--- src/rtl/mem_bist.sv ---
// rtl/mem_bist.sv - two-pass write/read-verify march memory self-test initiator
//
// Drives the memory bus in place of the CPU during bring-up. Pass 0 writes
// P(a) = a[7:0] ^ a[15:8] ^ SEED to every address in [START_ADDR, END_ADDR]
// and reads it back; pass 1 does the same with ~P(a). Stops on the first
// mismatch and records its address, the expected byte and the byte read.
//
// Ports:
//   ph1            in   clock, all state changes on rising edge
//   reset          in   asynchronous active-low reset
//   start          in   one-cycle pulse, begins a test from IDLE or DONE
//   abort          in   return to IDLE at next edge (priority over all else)
//   address        out  memory address
//   read_write_sel out  1 = read, 0 = write
//   data_out       out  write data
//   data_oe        out  1 = drive data_out onto the bus
//   data_in        in   read data, valid during the RC cycle
//   busy           out  test in progress
//   done           out  test finished, held until next start
//   fail           out  mismatch found, valid with done
//   fail_addr      out  address of first mismatch
//   fail_expected  out  expected byte at fail_addr
//   fail_actual    out  byte read at fail_addr
module mem_bist #(
    parameter logic [15:0] START_ADDR = 16'h0000,
    parameter logic [15:0] END_ADDR   = 16'h00FF,
    parameter logic [7:0]  SEED       = 8'hA5
) (
    input  logic        ph1,
    input  logic        reset,
    input  logic        start,
    input  logic        abort,
    output logic [15:0] address,
    output logic        read_write_sel,
    output logic [7:0]  data_out,
    output logic        data_oe,
    input  logic [7:0]  data_in,
    output logic        busy,
    output logic        done,
    output logic        fail,
    output logic [15:0] fail_addr,
    output logic [7:0]  fail_expected,
    output logic [7:0]  fail_actual
);

    typedef enum logic [2:0] {
        S_IDLE,
        S_WR0,
        S_RA0,
        S_RC0,
        S_WR1,
        S_RA1,
        S_RC1,
        S_DONE
    } state_t;

    localparam logic        EMPTY_RANGE = (END_ADDR < START_ADDR);
    localparam logic [16:0] START_EXT   = {1'b0, START_ADDR};
    localparam logic [16:0] END_EXT     = {1'b0, END_ADDR};

    state_t      r_state;
    // One bit wider than the bus so a range ending at 16'hFFFF never aliases
    // back onto 16'h0000; the end test below fires before any increment.
    logic [16:0] r_addr;
    logic [15:0] r_address;
    logic        r_rw;
    logic [7:0]  r_data_out;
    logic        r_oe;
    logic        r_busy;
    logic        r_done;
    logic        r_fail;
    logic [15:0] r_fail_addr;
    logic [7:0]  r_fail_expected;
    logic [7:0]  r_fail_actual;

    logic [16:0] w_addr_next;
    logic        w_at_end;
    logic        w_pass1;
    logic [7:0]  w_expected;

    function automatic logic [7:0] pattern(input logic [15:0] a, input logic inv);
        logic [7:0] p;
        p = a[7:0] ^ a[15:8] ^ SEED;
        return inv ? ~p : p;
    endfunction

    assign w_addr_next = r_addr + 17'd1;
    assign w_at_end    = (r_addr == END_EXT);
    assign w_pass1     = (r_state == S_WR1) || (r_state == S_RA1) || (r_state == S_RC1);
    assign w_expected  = pattern(r_addr[15:0], w_pass1);

    always_ff @(posedge ph1 or negedge reset) begin
        if (!reset) begin
            r_state         <= S_IDLE;
            r_addr          <= 17'd0;
            r_address       <= 16'h0000;
            r_rw            <= 1'b1;
            r_data_out      <= 8'h00;
            r_oe            <= 1'b0;
            r_busy          <= 1'b0;
            r_done          <= 1'b0;
            r_fail          <= 1'b0;
            r_fail_addr     <= 16'h0000;
            r_fail_expected <= 8'h00;
            r_fail_actual   <= 8'h00;
        end else if (abort) begin
            // Release the bus and drop status; the failure record is kept
            // for post-mortem inspection.
            r_state <= S_IDLE;
            r_rw    <= 1'b1;
            r_oe    <= 1'b0;
            r_busy  <= 1'b0;
            r_done  <= 1'b0;
            r_fail  <= 1'b0;
        end else begin
            case (r_state)
                S_IDLE, S_DONE: begin
                    if (start) begin
                        r_done          <= 1'b0;
                        r_fail          <= 1'b0;
                        r_fail_addr     <= 16'h0000;
                        r_fail_expected <= 8'h00;
                        r_fail_actual   <= 8'h00;
                        if (EMPTY_RANGE) begin
                            r_state <= S_DONE;
                            r_done  <= 1'b1;
                            r_busy  <= 1'b0;
                        end else begin
                            r_state    <= S_WR0;
                            r_addr     <= START_EXT;
                            r_address  <= START_ADDR;
                            r_data_out <= pattern(START_ADDR, 1'b0);
                            r_rw       <= 1'b0;
                            r_oe       <= 1'b1;
                            r_busy     <= 1'b1;
                        end
                    end
                end

                S_WR0, S_WR1: begin
                    if (w_at_end) begin
                        r_state   <= w_pass1 ? S_RA1 : S_RA0;
                        r_addr    <= START_EXT;
                        r_address <= START_ADDR;
                        r_rw      <= 1'b1;
                        r_oe      <= 1'b0;
                    end else begin
                        r_addr     <= w_addr_next;
                        r_address  <= w_addr_next[15:0];
                        r_data_out <= pattern(w_addr_next[15:0], w_pass1);
                    end
                end

                S_RA0: r_state <= S_RC0;
                S_RA1: r_state <= S_RC1;

                S_RC0, S_RC1: begin
                    if (!r_fail && (data_in != w_expected)) begin
                        r_state         <= S_DONE;
                        r_fail          <= 1'b1;
                        r_fail_addr     <= r_addr[15:0];
                        r_fail_expected <= w_expected;
                        r_fail_actual   <= data_in;
                        r_done          <= 1'b1;
                        r_busy          <= 1'b0;
                    end else if (w_at_end) begin
                        if (w_pass1) begin
                            r_state <= S_DONE;
                            r_done  <= 1'b1;
                            r_busy  <= 1'b0;
                        end else begin
                            r_state    <= S_WR1;
                            r_addr     <= START_EXT;
                            r_address  <= START_ADDR;
                            r_data_out <= pattern(START_ADDR, 1'b1);
                            r_rw       <= 1'b0;
                            r_oe       <= 1'b1;
                        end
                    end else begin
                        r_state   <= w_pass1 ? S_RA1 : S_RA0;
                        r_addr    <= w_addr_next;
                        r_address <= w_addr_next[15:0];
                    end
                end

                default: begin
                    r_state <= S_IDLE;
                    r_rw    <= 1'b1;
                    r_oe    <= 1'b0;
                    r_busy  <= 1'b0;
                end
            endcase
        end
    end

    assign address        = r_address;
    assign read_write_sel = r_rw;
    assign data_out       = r_data_out;
    assign data_oe        = r_oe;
    assign busy           = r_busy;
    assign done           = r_done;
    assign fail           = r_fail;
    assign fail_addr      = r_fail_addr;
    assign fail_expected  = r_fail_expected;
    assign fail_actual    = r_fail_actual;

endmodule
--- config.mk ---
export PLATFORM = sky130hd
export DESIGN_NAME = mem_bist
export DESIGN_NICKNAME = d
export VERILOG_FILES = /design/src/rtl/mem_bist.sv
export SDC_FILE = /design/constraint.sdc
export NUM_CORES = 1
export LEC_CHECK = 0
export BUFFER_PORTS_ARGS = -buffer_cell sky130_fd_sc_hd__clkbuf_2
export CAP_MARGIN = 20
export CORE_MARGIN = 3
export CORE_UTILIZATION = 43
export CTS_CLUSTER_SIZE = 30
export DETAILED_ROUTE_END_ITERATION = 12
export GPL_ROUTABILITY_DRIVEN = 0
export GPL_TIMING_DRIVEN = 1
export SLEW_MARGIN = 5
export SYNTH_ARGS = -nofsm -noshare
export SYNTH_HDL_FRONTEND = slang
export SYNTH_SLANG_ARGS = --single-unit
export TNS_END_PERCENT = 50
--- constraint.sdc ---
create_clock -name ph1 -period 3.1 [get_ports ph1]
set_input_delay 0.465 -clock ph1 [delete_from_list [all_inputs] [get_ports ph1]]
set_output_delay 0.465 -clock ph1 [all_outputs]
set_load 0.02 [all_outputs]
==> run_summary.xml, run 1 <==
<?xml version="1.0" encoding="UTF-8"?>
<metrics>
  <group name="worst_setup_path">
    <metric name="setup.worst_path.end_class" unit="">flop</metric>
    <metric name="cp.arrival" unit="ps">3210</metric>
    <metric name="cp_max_fo" unit="">12</metric>
    <metric name="cp_data_required_time" unit="ps">3330</metric>
    <metric name="cp-start-kind" unit="">flop</metric>
    <metric name="path_class" unit="">reg2reg</metric>
  </group>
  <group name="clocking">
    <metric name="cts_tree" unit="">yes</metric>
    <metric name="postCtsHoldBufs" unit="">0</metric>
    <metric name="post-cts-setup-buffers" unit="">0</metric>
    <metric name="numClockSinks" unit="">65</metric>
    <metric name="clk_transition_reported_paths" unit="ps">80</metric>
    <metric name="cts_inserted_buffers" unit="">9</metric>
    <metric name="post_cts_resized" unit="">1</metric>
    <metric name="clock_tree.root_cell" unit="">sky130_fd_sc_hd__clkbuf_8</metric>
    <metric name="clockBufferDepth" unit="">2</metric>
    <metric name="cts-htree-levels" unit="">3</metric>
    <metric name="later_pin_clock_latency_in_the_skew_report" unit="ps">350</metric>
  </group>
  <group name="synth">
    <metric name="fraction_of_the_yosys_area_taken_by_sequential_cells" unit="">0.390</metric>
    <metric name="ys.flop_type" unit="">sky130_fd_sc_hd__dfrtp_1</metric>
    <metric name="post_synth_instance_area" unit="mm²">0.00417</metric>
    <metric name="netlist_top_cells_count" unit="">sky130_fd_sc_hd__dfrtp_1, sky130_fd_sc_hd__o21ai_0, sky130_fd_sc_hd__a22o_1</metric>
    <metric name="syn-mean-instance-area" unit="µm²">9.79</metric>
    <metric name="async_reset_ff_frac" unit="">1.00</metric>
    <metric name="synth.area.top_cells" unit="">sky130_fd_sc_hd__dfrtp_1, sky130_fd_sc_hd__a22o_1, sky130_fd_sc_hd__xnor3_1</metric>
    <metric name="yosysWarnings" unit="">0</metric>
    <metric name="synthMostInstantiatedCell" unit="">sky130_fd_sc_hd__dfrtp_1</metric>
    <metric name="yosysUniqueCellTypes" unit="">63</metric>
    <metric name="synth_largest_type_area_fraction" unit="">0.384</metric>
    <metric name="postSynthRegisterBits" unit="">65</metric>
    <metric name="postSynthNetCount" unit="">441</metric>
    <metric name="postSynthCellCount" unit="">426</metric>
    <metric name="synth_enable_flop_cells" unit="">0</metric>
    <metric name="yosysTopAreaCell" unit="">sky130_fd_sc_hd__dfrtp_1</metric>
  </group>
  <group name="power">
    <metric name="cellPowerDensity" unit="mW/mm²">422</metric>
    <metric name="leakagePower" unit="nW">2.30</metric>
    <metric name="total_switching_power" unit="mW">0.530</metric>
    <metric name="clock_power_share" unit="">0.447</metric>
    <metric name="combPwrFrac" unit="">0.125</metric>
    <metric name="sw_frac_of_total" unit="">0.259</metric>
    <metric name="power.ir.vdd_worst" unit="V">0.000203</metric>
    <metric name="pwr-share-seq" unit="">0.427</metric>
    <metric name="p_int" unit="mW">1.51</metric>
  </group>
  <group name="layout">
    <metric name="fillers" unit="">861</metric>
    <metric name="area_delta_synth_final" unit="%">16.2</metric>
    <metric name="summed_area_of_non_filler_cells_in_the_final_layout" unit="mm²">0.00485</metric>
    <metric name="antenna-diode-count" unit="">0</metric>
    <metric name="nets" unit="">492</metric>
    <metric name="drive_above_1_share" unit="">0.290</metric>
    <metric name="ff_latch_area" unit="mm²">0.00163</metric>
    <metric name="multi_input_area" unit="mm²">0.00222</metric>
  </group>
  <group name="sta">
    <metric name="timing_hold_violations_final" unit="">0</metric>
    <metric name="finalCriticalPeriod" unit="ps">2980</metric>
    <metric name="setup_ws" unit="ps">123</metric>
    <metric name="final.hold.worst_slack" unit="ps">286</metric>
    <metric name="fin_setup_tns" unit="ps">0</metric>
    <metric name="final_min_period_over_clock_period" unit="">0.960</metric>
    <metric name="setup_repair_after_global_routing_missed_its_margin" unit="">no</metric>
    <metric name="report.final.slew_viol_count" unit="">0</metric>
    <metric name="fin_skew" unit="ps">10.1</metric>
    <metric name="tightestPinTransition" unit="ps">814</metric>
    <metric name="setup-violations-final" unit="">0</metric>
    <metric name="peak_clock_frequency_supported_by_timing" unit="GHz">0.336</metric>
    <metric name="worst_slew_margin_rel" unit="">0.458</metric>
  </group>
  <group name="worst_hold_path">
    <metric name="worst_min_delay_path_category" unit="">in2async</metric>
  </group>
  <group name="drt">
    <metric name="drt-pass1-iter-count" unit="">6</metric>
    <metric name="viasPerCell" unit="">5.84</metric>
    <metric name="ant_nets" unit="">0</metric>
    <metric name="routed_wl" unit="µm">11600</metric>
    <metric name="via_count" unit="">3566</metric>
    <metric name="dr.first_iter.drc_count" unit="">448</metric>
    <metric name="routed_wire_length_per_instance" unit="µm">18.9</metric>
    <metric name="post-route-drc-count" unit="">0</metric>
  </group>
  <group name="global_route">
    <metric name="grt_antenna_before_repair" unit="">0</metric>
    <metric name="gr-total-overflow" unit="">0</metric>
    <metric name="groute.layer.met2.usage" unit="">0.321</metric>
    <metric name="grt_start_max_net_pins" unit="">66</metric>
    <metric name="grt_first_pass_wirelength" unit="µm">18700</metric>
    <metric name="use_met3" unit="">0.0348</metric>
    <metric name="first_global_vias" unit="">3308</metric>
    <metric name="global_route.peak_usage_layer" unit="">met2</metric>
    <metric name="grt_util_met1" unit="">0.320</metric>
    <metric name="grt_util_all_layers" unit="">0.216</metric>
  </group>
  <group name="die">
    <metric name="i_o_pin_total" unit="">73</metric>
    <metric name="die-height" unit="µm">104</metric>
    <metric name="number_of_rows_in_the_core_area" unit="">35</metric>
    <metric name="core_area" unit="mm²">0.00933</metric>
    <metric name="die_area" unit="mm²">0.0109</metric>
    <metric name="floorplan.die.width" unit="µm">104</metric>
    <metric name="initial_core_util" unit="">0.447</metric>
  </group>
  <group name="outcome">
    <metric name="outcome" unit="">finished clean</metric>
  </group>
  <group name="placed_design">
    <metric name="dp.final_hpwl" unit="µm">8490</metric>
    <metric name="port-buffer-count" unit="">72</metric>
    <metric name="placement.setup.worst_slack" unit="ps">3.85</metric>
    <metric name="placed_area" unit="mm²">0.00455</metric>
  </group>
  <group name="flow_run">
    <metric name="maxCapViolCount" unit="">0</metric>
  </group>
</metrics>
state kept, by name, summed over array words and instances, names as in the netlist:
signal and count:
busy 1, data_oe 1, data_out 8, done 1
fail 1, fail_actual 8, fail_addr 16, fail_expected 8
r_addr 17, r_state 3, read_write_sel 1
logic make-up after synthesis:
kind of cell / count (synthesis) / synth area share
flip-flops: 65 / 0.390
adder cells (fa/ha/maj): 4 / 0.0114
AND/OR/NAND/NOR: 104 / 0.132
AO/OA/AOI/OAI: 141 / 0.251
multiplexers: 10 / 0.0327
XOR/XNOR: 34 / 0.0978
buffers and inverters: 68 / 0.0846
power groups by stage:
stage	clock network (mW)	registers (mW)	logic, mW
2_1_floorplan	0	0.904	0.154
3_3_place_gp	0	0.890	0.251
3_5_place_dp	0	0.891	0.253
4_1_cts	0.928	0.874	0.255
5_1_grt	0.973	0.876	0.280
6_report	0.915	0.873	0.257
worst max-delay path, cell delays in order, from the launching register on:
cell,delay [ps]
sky130_fd_sc_hd__dfrtp_1,460
sky130_fd_sc_hd__ha_1,230
sky130_fd_sc_hd__nand4_1,100
sky130_fd_sc_hd__nor2_1,100
sky130_fd_sc_hd__nand4_1,150
sky130_fd_sc_hd__inv_1,160
sky130_fd_sc_hd__ha_1,240
sky130_fd_sc_hd__nor2_1,220
sky130_fd_sc_hd__o221a_2,240
sky130_fd_sc_hd__nor2_1,90
sky130_fd_sc_hd__nor2_1,290
sky130_fd_sc_hd__nand2_4,190
sky130_fd_sc_hd__o41ai_2,380
layout make-up:
cell class                 instances  share of cell area
tap                              129              0.0333
timing repair buffer              94               0.110
inverter                          14              0.0108
clock inverter                     6              0.0238
sequential                        65               0.336
multi-input combinational        293               0.458
clock buffer                      10              0.0284
worst paths after layout:
path,startpoint,end,slack (ps),cells past startpoint
worst max register to register,r_addr[1],r_addr[9],120,12
min in group ph1,data_in[4],fail_actual[4],360,2
max in group asynchronous,reset,r_addr[4],2250,2
worst min register to register,read_write_sel,read_write_sel,470,2
worst min-delay path,reset,fail_addr[1],290,2
worst max-delay path,r_addr[1],r_addr[9],120,12
cells in the final DEF, fill, tap and decap left out, types with 8 or more instances in the layout:
cell	synthesis	layout
sky130_fd_sc_hd__clkbuf_8	0	10
sky130_fd_sc_hd__a21oi_1	13	13
sky130_fd_sc_hd__xnor2_1	17	17
sky130_fd_sc_hd__xor2_1	9	9
sky130_fd_sc_hd__dfrtp_1	64	63
sky130_fd_sc_hd__o21ai_0	34	34
sky130_fd_sc_hd__buf_4	19	21
sky130_fd_sc_hd__clkbuf_2	0	71
sky130_fd_sc_hd__nor2_1	20	20
sky130_fd_sc_hd__xnor3_1	8	8
sky130_fd_sc_hd__nand3_1	14	14
sky130_fd_sc_hd__inv_1	12	12
sky130_fd_sc_hd__a22o_1	30	30
sky130_fd_sc_hd__o211ai_1	14	14
sky130_fd_sc_hd__nand2_1	26	25
metrics by stage:
stage          total power [mW]   util  std cells
5_1_grt                    2.13  0.520        611
3_3_place_gp               1.14  0.488        594
3_5_place_dp               1.14  0.488        594
4_1_cts                    2.06  0.516        610
2_1_floorplan              1.06      -        426
6_report                   2.04  0.520        611
layer usage:
metal | part of all wire | wire length (µm)
met3 | 0.076 | 879
met1 | 0.46 | 5300
met5 | 0 | 0
met2 | 0.45 | 5160
met4 | 0.020 | 235
Note: power is estimated with default switching activity, not from simulation.
==> run 2, diff against run 1 <==
--- a/config.mk
+++ b/config.mk
@@ -5,6 +5,7 @@
 export SDC_FILE = /design/constraint.sdc
 export NUM_CORES = 1
 export LEC_CHECK = 0
+export ABC_AREA = 1
 export BUFFER_PORTS_ARGS = -buffer_cell sky130_fd_sc_hd__clkbuf_2
 export CAP_MARGIN = 20
 export CORE_MARGIN = 3
==> constraint.sdc (replaced) <==
create_clock -name ph1 -period 3.9 [get_ports ph1]
set_input_delay 0.585 -clock ph1 [delete_from_list [all_inputs] [get_ports ph1]]
set_output_delay 0.585 -clock ph1 [all_outputs]
set_load 0.02 [all_outputs]
==> run 2 against run 1 <==
Design area fell by 7.6%. Non-clock buffer count shrank 21. Register-to-register slack improved by 1100 ps. Worst setup slack improved by 1100 ps.
==> run_summary.xml, run 2 <==
<?xml version="1.0" encoding="UTF-8"?>
<metrics>
  <group name="outcome">
    <metric name="outcome" unit="">finished clean</metric>
  </group>
  <group name="worst_setup_path">
    <metric name="worst_setup_path_endpoint" unit="">fail_addr[13]</metric>
    <metric name="cp_max_fo" unit="">32</metric>
    <metric name="ff2ff_path_depth" unit="">15</metric>
    <metric name="path_class" unit="">reg2reg</metric>
    <metric name="cp_data_required_time" unit="ps">4110</metric>
    <metric name="cp.arrival" unit="ps">2920</metric>
    <metric name="r2r-end" unit="">fail_addr[13]</metric>
    <metric name="setup.worst_path.end_class" unit="">flop</metric>
    <metric name="cp-start-kind" unit="">flop</metric>
    <metric name="regToRegSetupSlack" unit="ps">1190</metric>
    <metric name="worst_setup_path_startpoint" unit="">r_state[1]</metric>
    <metric name="r2r_start" unit="">r_state[1]</metric>
  </group>
  <group name="layout">
    <metric name="fillers" unit="">928</metric>
    <metric name="summed_area_of_non_filler_cells_in_the_final_layout" unit="mm²">0.00448</metric>
    <metric name="finish.cell_count_without_fillers" unit="">714</metric>
    <metric name="top_register" unit="">r_addr</metric>
    <metric name="drive_above_1_share" unit="">0.201</metric>
    <metric name="largest_register_ff_count" unit="">17</metric>
    <metric name="antenna-diode-count" unit="">0</metric>
    <metric name="nets" unit="">616</metric>
    <metric name="area_delta_synth_final" unit="%">12.3</metric>
    <metric name="ff_latch_area" unit="mm²">0.00163</metric>
    <metric name="layout_commonest_cell" unit="">sky130_fd_sc_hd__nand2_1</metric>
    <metric name="layout.cells.most_common_list" unit="">sky130_fd_sc_hd__nand2_1, sky130_fd_sc_hd__clkbuf_2, sky130_fd_sc_hd__dfrtp_1</metric>
    <metric name="multi_input_area" unit="mm²">0.00189</metric>
    <metric name="finalCoreUtilization" unit="">0.506</metric>
  </group>
  <group name="global_route">
    <metric name="grt_antenna_before_repair" unit="">0</metric>
    <metric name="grt_util_all_layers" unit="">0.215</metric>
    <metric name="grt_first_pass_wirelength" unit="µm">17500</metric>
    <metric name="grt_start_max_net_pins" unit="">44</metric>
    <metric name="first_global_vias" unit="">3474</metric>
    <metric name="gr-total-overflow" unit="">0</metric>
  </group>
  <group name="drt">
    <metric name="via_count" unit="">3679</metric>
    <metric name="routed_wire_length_per_instance" unit="µm">15.1</metric>
    <metric name="dr.first_iter.drc_count" unit="">239</metric>
    <metric name="viasPerCell" unit="">5.15</metric>
    <metric name="drt-pass1-iter-count" unit="">7</metric>
    <metric name="post-route-drc-count" unit="">0</metric>
    <metric name="routed_wl" unit="µm">10800</metric>
    <metric name="ant_nets" unit="">0</metric>
  </group>
  <group name="clocking">
    <metric name="cts_tree" unit="">yes</metric>
    <metric name="later_pin_clock_latency_in_the_skew_report" unit="ps">360</metric>
    <metric name="clk_transition_reported_paths" unit="ps">80</metric>
    <metric name="clockBufferDepth" unit="">2</metric>
    <metric name="clock_tree.root_cell" unit="">sky130_fd_sc_hd__clkbuf_8</metric>
    <metric name="cts-htree-levels" unit="">3</metric>
    <metric name="post_cts_resized" unit="">0</metric>
    <metric name="cts_inserted_buffers" unit="">9</metric>
    <metric name="numClockSinks" unit="">65</metric>
    <metric name="post-cts-setup-buffers" unit="">0</metric>
    <metric name="postCtsHoldBufs" unit="">0</metric>
  </group>
  <group name="placed_design">
    <metric name="dp.final_hpwl" unit="µm">8040</metric>
    <metric name="port-buffer-count" unit="">72</metric>
    <metric name="placed_area" unit="mm²">0.00425</metric>
    <metric name="placed_cells" unit="">698</metric>
    <metric name="placement.setup.worst_slack" unit="ps">1250</metric>
  </group>
  <group name="worst_hold_path">
    <metric name="worst_min_delay_path_category" unit="">in2async</metric>
  </group>
  <group name="synth">
    <metric name="syn-mean-instance-area" unit="µm²">7.29</metric>
    <metric name="postSynthRegisterBits" unit="">65</metric>
    <metric name="synth_enable_flop_cells" unit="">0</metric>
    <metric name="synth.area.top_cells" unit="">sky130_fd_sc_hd__dfrtp_1, sky130_fd_sc_hd__nand2_1, sky130_fd_sc_hd__o21ai_1</metric>
    <metric name="async_reset_ff_frac" unit="">1.00</metric>
    <metric name="yosysTopAreaCell" unit="">sky130_fd_sc_hd__dfrtp_1</metric>
    <metric name="fraction_of_the_yosys_area_taken_by_sequential_cells" unit="">0.408</metric>
    <metric name="synthMostInstantiatedCell" unit="">sky130_fd_sc_hd__nand2_1</metric>
    <metric name="ys.flop_type" unit="">sky130_fd_sc_hd__dfrtp_1</metric>
    <metric name="synth_largest_type_area_fraction" unit="">0.401</metric>
    <metric name="netlist_top_cells_count" unit="">sky130_fd_sc_hd__nand2_1, sky130_fd_sc_hd__dfrtp_1, sky130_fd_sc_hd__inv_1</metric>
    <metric name="yosysUniqueCellTypes" unit="">36</metric>
    <metric name="postSynthNetCount" unit="">562</metric>
    <metric name="postSynthCellCount" unit="">547</metric>
    <metric name="post_synth_instance_area" unit="mm²">0.00399</metric>
    <metric name="yosysWarnings" unit="">0</metric>
  </group>
  <group name="die">
    <metric name="core_area" unit="mm²">0.00885</metric>
    <metric name="floorplan.die.width" unit="µm">102</metric>
    <metric name="i_o_pin_total" unit="">73</metric>
    <metric name="number_of_rows_in_the_core_area" unit="">34</metric>
    <metric name="initial_core_util" unit="">0.451</metric>
    <metric name="die_area" unit="mm²">0.0105</metric>
    <metric name="die-height" unit="µm">102</metric>
  </group>
  <group name="sta">
    <metric name="fin_setup_tns" unit="ps">0</metric>
    <metric name="report.final.slew_viol_count" unit="">0</metric>
    <metric name="final.hold.worst_slack" unit="ps">209</metric>
    <metric name="setup_repair_after_global_routing_missed_its_margin" unit="">no</metric>
    <metric name="timing_hold_violations_final" unit="">0</metric>
    <metric name="tightestPinTransition" unit="ps">658</metric>
    <metric name="worst_slew_margin_rel" unit="">0.561</metric>
    <metric name="fin_skew" unit="ps">11.7</metric>
    <metric name="final_min_period_over_clock_period" unit="">0.696</metric>
    <metric name="finalCriticalPeriod" unit="ps">2710</metric>
    <metric name="setup-violations-final" unit="">0</metric>
    <metric name="setup_ws" unit="ps">1190</metric>
    <metric name="peak_clock_frequency_supported_by_timing" unit="GHz">0.369</metric>
  </group>
  <group name="power">
    <metric name="leakagePower" unit="nW">2.36</metric>
    <metric name="power.ir.vdd_worst" unit="V">0.000283</metric>
    <metric name="p_total" unit="mW">2.45</metric>
    <metric name="cellPowerDensity" unit="mW/mm²">547</metric>
  </group>
  <group name="flow_run">
    <metric name="maxCapViolCount" unit="">0</metric>
  </group>
</metrics>
## run 2: worst max-delay path, stage by stage (launching register included)
cell,delay [ps]
sky130_fd_sc_hd__dfrtp_1,470
sky130_fd_sc_hd__nand2_2,100
sky130_fd_sc_hd__nand2_4,230
sky130_fd_sc_hd__inv_4,150
sky130_fd_sc_hd__nand2_1,110
sky130_fd_sc_hd__nand2_1,130
sky130_fd_sc_hd__nand2_1,90
sky130_fd_sc_hd__nand2_1,60
sky130_fd_sc_hd__nand2_1,80
sky130_fd_sc_hd__nor2_2,40
sky130_fd_sc_hd__nand2_2,90
sky130_fd_sc_hd__nand2_2,80
sky130_fd_sc_hd__nand2_2,80
sky130_fd_sc_hd__nand3_2,500
sky130_fd_sc_hd__nand2_1,240
sky130_fd_sc_hd__o21ai_1,100
## run 2: final cells by class
| class | count | share of cell area |
|---|---|---|
| Clock buffer | 10 | 0.0307 |
| Clock inverter | 6 | 0.0204 |
| Inverter | 59 | 0.0506 |
| Multi-Input combinational cell | 393 | 0.423 |
| Sequential cell | 65 | 0.363 |
| Tap cell | 108 | 0.0302 |
| Timing Repair Buffer | 73 | 0.0821 |
## run 2: how the worst min path moves through the flow
stage	end	slack (ps)	cells past startpoint
finish	fail_expected[5]	210	1
global route	fail_actual[7]	240	1
CTS	fail	220	1
detailed placement	data_out[3]	470	2
global placement	data_out[2]	470	2
floorplan	busy	290	0
## run 2: kinds of logic (layout without fill, tap and decap cells)
family	after synthesis	count (layout)	share of synthesized area
buffers and inverters	89	148	0.118
and+or+nand+nor	305	305	0.331
adders and majority gates	3	3	0.00941
AOI/OAI and AO/OA	66	66	0.0919
DFF	65	65	0.408
xor gates and xnor gates	19	19	0.0417
## run 2: layer usage
metal	part of all wire	vias to the layer above	wire (µm)	GRT usage
met3	0.068	16	731	0.0471
met5	0	-	0	0
met4	0.016	0	174	0.0666
met2	0.45	129	4890	0.327
li1	-	1810	-	-
met1	0.46	1724	4990	0.308
## run 2: power breakdown
group / internal [mW] / switching (mW) / leakage [nW]
Clock: 0.378 / 0.290 / 0.105
Sequential: 0.774 / 0.0787 / 0.889
Combinational: 0.272 / 0.656 / 1.36
Total: 1.42 / 1.03 / 2.36
